## src/rtl/axis_frame_arbiter.sv

```systemverilog
// -----------------------------------------------------------------------------
// axis_frame_arbiter
//   Frame-aware round-robin arbiter sharing one AXI-stream sink between S_COUNT
//   sources. A granted source keeps the grant until its tlast beat transfers.
//   The output stage is a single register slice tagged with the source index.
//
// Ports
//   clk, rst            clock (rising edge), asynchronous active-high reset
//   s_axis_*            S_COUNT concatenated source ports; port i uses slice i
//   s_axis_tready       per-port ready, at most one bit high
//   m_axis_*            registered copy of the granted beat
//   m_axis_tid          index of the source of the current output beat
//   status_busy         high while a frame is being forwarded
//   status_grant        current or most recent grant index
// -----------------------------------------------------------------------------
module axis_frame_arbiter #(
    parameter int S_COUNT     = 4,
    parameter int DATA_WIDTH  = 8,
    parameter int KEEP_ENABLE = (DATA_WIDTH > 8),
    parameter int KEEP_WIDTH  = DATA_WIDTH / 8,
    parameter int USER_WIDTH  = 1,
    parameter int ID_WIDTH    = $clog2(S_COUNT)
) (
    input  logic                          clk,
    input  logic                          rst,
    input  logic [S_COUNT*DATA_WIDTH-1:0] s_axis_tdata,
    input  logic [S_COUNT*KEEP_WIDTH-1:0] s_axis_tkeep,
    input  logic [S_COUNT-1:0]            s_axis_tvalid,
    output logic [S_COUNT-1:0]            s_axis_tready,
    input  logic [S_COUNT-1:0]            s_axis_tlast,
    input  logic [S_COUNT*USER_WIDTH-1:0] s_axis_tuser,
    output logic [DATA_WIDTH-1:0]         m_axis_tdata,
    output logic [KEEP_WIDTH-1:0]         m_axis_tkeep,
    output logic                          m_axis_tvalid,
    input  logic                          m_axis_tready,
    output logic                          m_axis_tlast,
    output logic [USER_WIDTH-1:0]         m_axis_tuser,
    output logic [ID_WIDTH-1:0]           m_axis_tid,
    output logic                          status_busy,
    output logic [ID_WIDTH-1:0]           status_grant
);

    typedef enum logic {IDLE, ACTIVE} state_t;

    state_t                               state;
    logic [ID_WIDTH-1:0]                  grant;
    logic [ID_WIDTH-1:0]                  last_grant;
    logic [ID_WIDTH-1:0]                  arb_idx;
    logic                                 arb_found;
    logic [ID_WIDTH:0]                    arb_sum;
    logic                                 out_ready;
    logic                                 accept;

    logic [S_COUNT-1:0][DATA_WIDTH-1:0]   port_data;
    logic [S_COUNT-1:0][KEEP_WIDTH-1:0]   port_keep;
    logic [S_COUNT-1:0][USER_WIDTH-1:0]   port_user;
    logic [KEEP_WIDTH-1:0]                sel_keep;

    // The output slice can take a beat when it is empty or draining this cycle.
    assign out_ready = !m_axis_tvalid || m_axis_tready;
    assign accept    = (state == ACTIVE) && s_axis_tvalid[grant] && out_ready;
    assign sel_keep  = (KEEP_ENABLE != 0) ? port_keep[grant] : {KEEP_WIDTH{1'b1}};

    for (genvar i = 0; i < S_COUNT; i++) begin : g_port
        assign port_data[i]     = s_axis_tdata[i*DATA_WIDTH +: DATA_WIDTH];
        assign port_keep[i]     = s_axis_tkeep[i*KEEP_WIDTH +: KEEP_WIDTH];
        assign port_user[i]     = s_axis_tuser[i*USER_WIDTH +: USER_WIDTH];
        assign s_axis_tready[i] = (state == ACTIVE) && (grant == ID_WIDTH'(i)) && out_ready;
    end

    // Round-robin scan starting just after the previous winner. The sum is one
    // bit wider than an index so the modulo wrap works for any S_COUNT.
    always_comb begin
        arb_found = 1'b0;
        arb_idx   = '0;
        arb_sum   = '0;
        for (int k = 1; k <= S_COUNT; k++) begin
            arb_sum = {1'b0, last_grant} + (ID_WIDTH+1)'(k);
            if (arb_sum >= (ID_WIDTH+1)'(S_COUNT))
                arb_sum = arb_sum - (ID_WIDTH+1)'(S_COUNT);
            if (!arb_found && s_axis_tvalid[arb_sum[ID_WIDTH-1:0]]) begin
                arb_found = 1'b1;
                arb_idx   = arb_sum[ID_WIDTH-1:0];
            end
        end
    end

    always_ff @(posedge clk or posedge rst) begin
        if (rst) begin
            state         <= IDLE;
            grant         <= '0;
            last_grant    <= ID_WIDTH'(S_COUNT - 1);
            m_axis_tdata  <= '0;
            m_axis_tkeep  <= '0;
            m_axis_tlast  <= 1'b0;
            m_axis_tuser  <= '0;
            m_axis_tid    <= '0;
            m_axis_tvalid <= 1'b0;
        end else begin
            case (state)
                IDLE: begin
                    if (arb_found) begin
                        grant <= arb_idx;
                        state <= ACTIVE;
                    end
                end
                ACTIVE: begin
                    // Release only on the tlast beat; a stalled source keeps the grant.
                    if (accept && s_axis_tlast[grant]) begin
                        last_grant <= grant;
                        state      <= IDLE;
                    end
                end
                default: state <= IDLE;
            endcase

            if (accept) begin
                m_axis_tdata  <= port_data[grant];
                m_axis_tkeep  <= sel_keep;
                m_axis_tlast  <= s_axis_tlast[grant];
                m_axis_tuser  <= port_user[grant];
                m_axis_tid    <= grant;
                m_axis_tvalid <= 1'b1;
            end else if (m_axis_tready) begin
                m_axis_tvalid <= 1'b0;
            end
        end
    end

    assign status_busy  = (state == ACTIVE);
    assign status_grant = grant;

endmodule

```

## config.mk

```make
export PLATFORM = sky130hd
export DESIGN_NAME = axis_frame_arbiter
export DESIGN_NICKNAME = d
export VERILOG_FILES = /design/src/rtl/axis_frame_arbiter.sv
export SDC_FILE = /design/constraint.sdc
export NUM_CORES = 1
export LEC_CHECK = 0
export BUFFER_PORTS_ARGS = -buffer_cell sky130_fd_sc_hd__buf_4
export CAP_MARGIN = 20
export CORE_UTILIZATION = 42
export CTS_CLUSTER_SIZE = 8
export DETAILED_ROUTE_END_ITERATION = 10
export GPL_TIMING_DRIVEN = 0
export PLACE_DENSITY = 0.9
export SLEW_MARGIN = 20
export SYNTH_ARGS = -nofsm -noshare
export SYNTH_HDL_FRONTEND = slang
export SYNTH_SLANG_ARGS = --single-unit
```

## constraint.sdc

```tcl
create_clock -name clk -period 2 [get_ports clk]
set_clock_uncertainty 0.15 [all_clocks]
set_input_delay 0.2 -clock clk [delete_from_list [all_inputs] [get_ports clk]]
set_output_delay 0.2 -clock clk [all_outputs]
set_load 0.02 [all_outputs]
```

; After elaboration in Yosys (flattened, before gate mapping)
; Cells that the tools add are included.
[totals]
regBits = 19
inputBits = 51
output_inout_bits = 21
[op_classes]
add_sub_neg = 8
eq_ne = 3
n_reduce_logical = 23
order_cmp = 9
bitwise = 1
n_mux = 33
[op_table]
columns = cell, n
row1 = 8-bit binary-select mux with 2-bit select, 1
row2 = 2-bit two-way mux, 8
row3 = 2-bit by 3-bit less-than comparator with 1-bit output (second input constant), 5
row4 = 1-bit two-way mux, 15
row5 = 1-bit binary-select mux with 2-bit select, 7
row6 = 1-bit logical AND, 14
row7 = 3-bit >= comparator (second input constant), 4
row8 = 8-bit two-way mux, 1
row9 = 2-bit by 1-bit subtractor with 2-bit output (second input constant), 4
row10 = 2-bit by 2-bit adder with 3-bit output (second input constant), 2
row11 = 2-bit equality test (second input constant), 2
row12 = 1-bit logical NOT, 4
row13 = 2-bit AND reduction, 2
row14 = 2-bit by 1-bit adder with 3-bit output (second input constant), 1
row15 = 2-bit by 3-bit adder with 3-bit output (second input constant), 1
row16 = 2-bit by 1-bit equality test with 1-bit output (second input constant), 1
row17 = 2-bit logical NOT, 1
row18 = 1-bit one-hot mux with 2 select lines, 1
row19 = 2-bit nonzero test, 1
row20 = 1-bit logical OR, 1
row21 = 1-bit inverter, 1

; Logic depth before layout (Yosys ltp)
; Gate-level depths: netlist of run 1.
[logic_depth]
ltp_word = 17
depth_mapped = 6
mapped_depth_nobuf = 4

; Least setup slack after synthesis of run 1
; OpenSTA, ideal clock, no wires.
[synth_timing]
kind = reg2reg
from = register grant[0] (netlist: status_grant[0])
to = register m_axis_tdata[1]
t_arrival_ps = 1725
n_path_buf = 2
path_stages_with_launch = 6
setup_slack_ps = 0
path_cell_list = dfrtp_1 -> buf_6 -> mux4_2 -> nand3_4 -> buf_12 -> mux2_4
[synth_via]
elab_chain_cells = 4
word_cells_on_any_way = 6
[synth_lines]
columns = element, line_no
row1 = "start, declared", 46  ; logic [ID_WIDTH-1:0] grant;
row2 = "start signal, assigned", 103  ; grant <= arb_idx;
row3 = 1-bit binary-select mux with 2-bit select, 61  ; assign accept = (state == ACTIVE) && s_axis_tvalid[grant] && out_ready;
row4 = 1-bit two-way mux (implied by the code), 61
row5 = 1-bit logical AND (2 in series), 61
row6 = "end signal, assigned", 118  ; m_axis_tdata <= port_data[grant];
row7 = "end, declared", 32  ; output logic [DATA_WIDTH-1:0] m_axis_tdata,
; Several ways; a longest one is shown, not always the timed one. The select of a mux whose other input is x is not followed.
; A chain may end at the register's enable or synchronous reset.

; Worst setup path in the final report of run 1
[layout_timing]
from = register grant[0] (netlist: status_grant[0])
to = register m_axis_tdata[5]
; The elaborated chain is that of the path after synthesis.

==> reports/results.ini, run 1 <==
[clock_tree]
htreeDepth=1
clk_pin_slew_worst_paths_ns=0.10
insertion_delay_ns=0.29
cts-buffers-inserted=3
cts_root_buffer=clkbuf_4
postCtsSetupBuffers=0
cts_tree=yes
cts.sinks=19
clockBufferDepth=2

[timing]
hold_violations=0
setup_viol=0
worst_pin_slew_ns=0.7322
grt_setup_unrepaired=yes
fmax_ghz=0.5088
fin_ws_ns=0.03441
slew_headroom=0.5114
finalMaxSlewViolations=0
min_period_ns=1.966
final.period_utilization=0.9828

[setup_path]
critPathCaptureType=register
crit_required_ns=2.04
crit_path_start_kind=register
cp_max_fo=10
arrival_ns=2.01
worstSetupPathType=reg -> reg

[yosys]
synthCells=84
seq_area_frac_synth=0.4230
ys_seq_elements=19
synth_top_family_by_area=multiplexers
synthAdderAreaFrac=0
synth_simple_gate_area_frac=0.1096
synth-xor-area-share=0
muxShareOfSynthArea=0.3632
ys_top_cells_by_area=dfrtp_1 (38%), mux4_2 (22%), mux2_4 (6.6%)
synth_largest_area_cell=dfrtp_1
synth_top_area_frac=0.3765
synth_area_per_cell_sq_um=13.45
yosys_warnings=0
syn-num-nets=135
synth_compound_area_frac=0.05537
syn_area_sq_mm=0.001130
synth_cell_type_count=27

[floorplanning]
num_io_pins=72
num_rows=18
die_w_um=53.87
start_util=0.4520
die_h_um=53.87
die-area_sq_mm=0.002901
fp.coreArea_sq_mm=0.002500

[min_path]
hold_path_class=in -> reg

[routing]
drc_errors=0
post_drt_wl_per_cell_um=15.79
drt_iter0_drc=13
ant_nets=0
via_per_inst=5.360
vias=997
dr.pass1.iters=4
wirelength_mm=2.937

[placed_design]
io_buffers=67
dpl_worst_slack_ns=0.05941
dpl.hpwl_mm=2.337
gp_congestion=0.7908
dp_cells=181

[power_and_ir_drop]
seq_power_share=0.289
intPower_mw=1.547
p_sw_mw=1.020
pwr-share-clk=0.075
p_leak_nw=0.8297
p_per_area_mw_per_mm2=1497
swShare=0.3973
p_comb_frac=0.635
vdd_drop_max_mv=1.054

[global_routing]
grtUsageTotal=0.2153
grt_start_max_net_pins=20
grt_pass1_wl_mm=4.250
grt_pass1_vias=953
antenna_found_initial=0
grt_overflow=0

[cells_and_area]
nNetsFinal=208
syn_to_final_growth_pct=51.72
multiInputGateArea_sq_um=596.8
antenna-diode-count=0
regArea_sq_um=479.2
drive_above_1_share=0.6410
finalNonFillerCells=186
fillers=187

[run]
drv_cap=0

[run_status]
status=finished clean

## what timing repair did
| action | 4_1_cts | 5_1_grt |
|---|---|---|
| setup endpoints to repair | 2 | 8 |
| resized for setup | 1 | 4 |
| cloned | 0 | 0 |
| pin swaps | 0 | 0 |
| hold buffers | 1 | 0 |
| endpoints found under the hold margin | 17 | 0 |
## final cells by class
type | count | area share
multi-input cells | 57 | 0.3482
repair buffers | 68 | 0.2993
flip-flops and latches | 19 | 0.2796
plain buffers | 4 | 0.02701
well taps | 30 | 0.02190
clock buffers | 4 | 0.01533
inverters | 4 | 0.008759
## worst paths after layout
check,startpoint,to,slack [ns],cells after the start
min in group asynchronous,rst,m_axis_tuser,0.45,3
min,s_axis_tvalid[3],status_grant[1],0.05,3
max in group asynchronous,rst,status_grant[1],0.75,3
min reg2reg,m_axis_tkeep,m_axis_tkeep,0.34,1
max reg2reg,status_grant[0],m_axis_tdata[5],0.03,5
max,status_grant[0],m_axis_tdata[5],0.03,5
## power groups by stage
| stage | clock, mW | sequential [mW] | combinational, mW |
|---|---|---|---|
| 2_1_floorplan | 0 | 0.918 | 0.909 |
| 6_report | 0.194 | 0.742 | 1.63 |
| 3_3_place_gp | 0 | 0.731 | 1.60 |
| 5_1_grt | 0.220 | 0.765 | 1.74 |
| 3_5_place_dp | 0 | 0.745 | 1.62 |
| 4_1_cts | 0.199 | 0.740 | 1.63 |
## state kept, by name, summed over array words and instances, names as in the netlist
| name | cells |
|---|---|
| m_axis_tdata | 8 |
| last_grant | 2 |
| m_axis_tkeep | 1 |
| status_busy | 1 |
| m_axis_tlast | 1 |
| m_axis_tid | 2 |
| m_axis_tuser | 1 |
| status_grant | 2 |
| m_axis_tvalid | 1 |
## through the flow
stage	power (mW)	hold WS (ns)	setup TNS (ns)	utilization	area (sq um)
3_3_place_gp	2.327	0.1994	0	0.6682	1670
4_1_cts	2.569	0.03784	0	0.6832	1708
2_1_floorplan	1.827	-0.0003501	0	-	1130
5_1_grt	2.729	0.05027	-0.06022	0.6857	1714
3_5_place_dp	2.369	0.2163	0	0.6682	1670
6_report	2.566	0.04622	0	0.6857	1714
## layer usage
metal  GRT usage  share of wire  up-vias
li1            -              -      461
met1      0.2450           0.38      482
met2      0.3786           0.54       48
met5           0              0        -
met3     0.03390          0.062        6
met4      0.1228          0.014        0
## placed cells by master, fill, tap and decap left out
| master | Yosys | final |
|---|---|---|
| buf_6 | 1 | 1 |
| nor2b_1 | 1 | 1 |
| nor3_1 | 2 | 2 |
| mux2i_1 | 2 | 2 |
| a21oi_1 | 2 | 2 |
| a211o_1 | 1 | 1 |
| clkbuf_4 | 0 | 5 |
| nand2_1 | 9 | 9 |
| nor4_1 | 1 | 1 |
| dfrtp_2 | 0 | 1 |
| dfrtp_1 | 17 | 16 |
| and3b_1 | 1 | 1 |
| nand3_4 | 1 | 1 |
| nand2b_1 | 3 | 3 |
| buf_12 | 1 | 1 |
| inv_1 | 4 | 4 |
| nor2_1 | 3 | 3 |
| o221ai_1 | 1 | 1 |
| clkbuf_1 | 1 | 1 |
| nand4_1 | 1 | 1 |
| mux4_2 | 11 | 11 |
| mux2_4 | 5 | 5 |
| o211ai_1 | 1 | 1 |
| mux2_2 | 6 | 6 |
| nand3_1 | 1 | 1 |
| dfstp_2 | 2 | 2 |
| o21ai_0 | 4 | 4 |
| dlygate4sd3_1 | 0 | 1 |
| buf_4 | 0 | 67 |
| a21boi_0 | 1 | 1 |
## kinds of logic after synthesis
kind of cell           Yosys count
flip-flops                      19
buffers and inverters            8
AO/OA/AOI/OAI                   10
multiplexers                    24
AND/OR/NAND/NOR                 23
## critical path, cell delays in order, from the launching register on
cell	delay [ns]
dfrtp_1	0.38
buf_6	0.16
mux4_2	0.57
nand3_4	0.16
buf_12	0.15
mux2_4	0.30
## cell usage after synthesis (all sizes together)
cell,count
a211o,1
a21boi,1
a21oi,2
and3b,1
buf,3
clkbuf,1
dfrtp,17
dfstp,2
inv,4
mux2,11
mux2i,2
mux4,11
nand2,9
nand2b,3
nand3,2
nand4,1
nor2,3
nor2b,1
nor3,2
nor4,1
o211ai,1
o21ai,4
o221ai,1
No activity file was read; power rests on OpenSTA's default activity.
==> inputs of run 2 (changes only) <==
Clock period 2 ns to 1.94 ns, I/O delays scaled along.
==> reports/results.ini, run 2 (synthesized netlist as in run 1, its figures left out) <==
[routing]
highest_layer=met4
drc_errors=0
vias=1002
dr.pass1.iters=4
dr_wl_met2_mm=1.733
via_per_inst=5.274
wl_met3_um=122
wl_met1_mm=1.154
ant_nets=0
post_drt_wl_per_cell_um=16.08
drt_iter0_drc=25
wirelength_mm=3.055

[clock_tree]
cts.sinks=19
insertion_delay_ns=0.29
cts_root_buffer=clkbuf_4
clockBufferDepth=2
cts_tree=yes
cts-buffers-inserted=3
clk_pin_slew_worst_paths_ns=0.11
htreeDepth=1

[cells_and_area]
final_cell_mix=buf_4 (70), dfrtp_1 (15), mux4_2 (11), nand2_1 (9), mux2_2 (6)
regMostFlops=m_axis_tdata
final_common_cell=buf_4
drive_above_1_share=0.6563
antenna-diode-count=0
nNetsFinal=212
syn_to_final_growth_pct=55.59
largest_register_ffs=8
fin_area_sq_mm=0.001758

[run]
drv_cap=0

[floorplanning]
num_io_pins=72
die-area_sq_mm=0.002901
fp.coreArea_sq_mm=0.002500
start_util=0.4520
die_w_um=53.87
die_h_um=53.87
num_rows=18

[timing]
grt_setup_unrepaired=no
finalMaxSlewViolations=0
min_period_ns=1.892
hold_violations=0
fin_setup_tns_ns=0
setup_viol=0
worst_pin_slew_ns=0.7191
fmax_ghz=0.5285
slew_headroom=0.5201
holdWs_ns=0.04224
fin_ws_ns=0.04784
final.period_utilization=0.9753

[placed_design]
io_buffers=67
placed_cell_area_sq_mm=0.001672
dpl_worst_slack_ns=0.006936
dpl.hpwl_mm=2.403
gp_congestion=0.8315

[setup_path]
r2r_setup_slack_ns=0.05
cpPeakStageDelay_ns=0.54
cpMaxStageDelayCell=mux4_2
path_cells=buf_6 -> mux4_2 -> nand3_4 -> buf_12 -> mux2_4
crit_path_start_kind=register
r2r-start=status_grant[0]
cp_max_fo=10
arrival_ns=1.92
reg2reg_to=m_axis_tdata[1]
critPathCaptureType=register
crit_required_ns=1.97
worstSetupPathType=reg -> reg
worstRegToRegCells=5

[global_routing]
grt_pass1_wl_mm=4.567
grt_start_max_net_pins=20
grtUsageTotal=0.2310
antenna_found_initial=0
grt_pass1_vias=988
grt_overflow=0

[min_path]
min_to=status_grant[1]
hold_path_class=in -> reg
whs_path_depth=3
min_from=s_axis_tvalid[2]

[power_and_ir_drop]
vdd_drop_max_mv=0.9093
p_total_mw=2.749
p_per_area_mw_per_mm2=1564
p_leak_nw=0.8528

[run_status]
status=finished clean

## run 2: cell types whose count changed in the layout (fill, tap and decap cells not counted)
cell and change:
dfrtp_1 -1, buf_12 +1, buf_4 +3, dfrtp_2 +1
## run 2: worst max-delay path: cells and delay by family, from the launching register on
| family | cells | cell delay [ns] |
|---|---|---|
| muxes | 2 | 0.84 |
| DFF | 1 | 0.38 |
| and+or+nand+nor | 1 | 0.14 |
| buffers and inverters | 2 | 0.26 |
## run 2: worst max path at each step
stage	from	endpoint	slack [ns]
after floorplan	status_grant[0]	m_axis_tdata[1]	0.002
after global placement	status_grant[0]	m_axis_tdata[1]	0.02
after detailed placement	status_grant[0]	m_axis_tdata[1]	0.007
after CTS	status_grant[1]	s_axis_tready[2]	0.04
after global routing	status_grant[0]	m_axis_tdata[3]	0.009
final	status_grant[0]	m_axis_tdata[1]	0.05
## run 2: metal layers
metal | vias to the layer above | global-route usage
met5 | - | 0
met4 | 0 | 0.1140
met3 | 4 | 0.03107
met2 | 28 | 0.4259
met1 | 499 | 0.2559
li1 | 471 | -
## run 2: repair_timing
item,4_1_cts,5_1_grt
buffers inserted,3,1
resized for setup,2,2
setup endpoints to repair,8,4
endpoints found under the hold margin,17,0
hold buffers,1,0
## run 2: where the power goes
part | switching (mW) | internal [mW] | total [mW]
Clock | 0.117 | 0.0799 | 0.197
Combinational | 0.798 | 0.987 | 1.79
Sequential | 0.158 | 0.608 | 0.766
Total | 1.07 | 1.68 | 2.75
## run 2: area by class of cell
cell class / instances / area (sq um)
Fill cell: 181 / 742.0
Multi-Input combinational cell: 57 / 596.8
Timing Repair Buffer: 72 / 555.5
Sequential cell: 19 / 480.5
Buffer: 4 / 46.29
Tap cell: 30 / 37.54
Clock buffer: 4 / 26.28
Inverter: 4 / 15.01
## run 2: stage by stage
stage / std cells / utilization
after floorplan: 84 / -
after CTS: 189 / 0.6987
final: 190 / 0.7032
after global placement: 181 / 0.6687
after global routing: 190 / 0.7032
after detailed placement: 181 / 0.6687
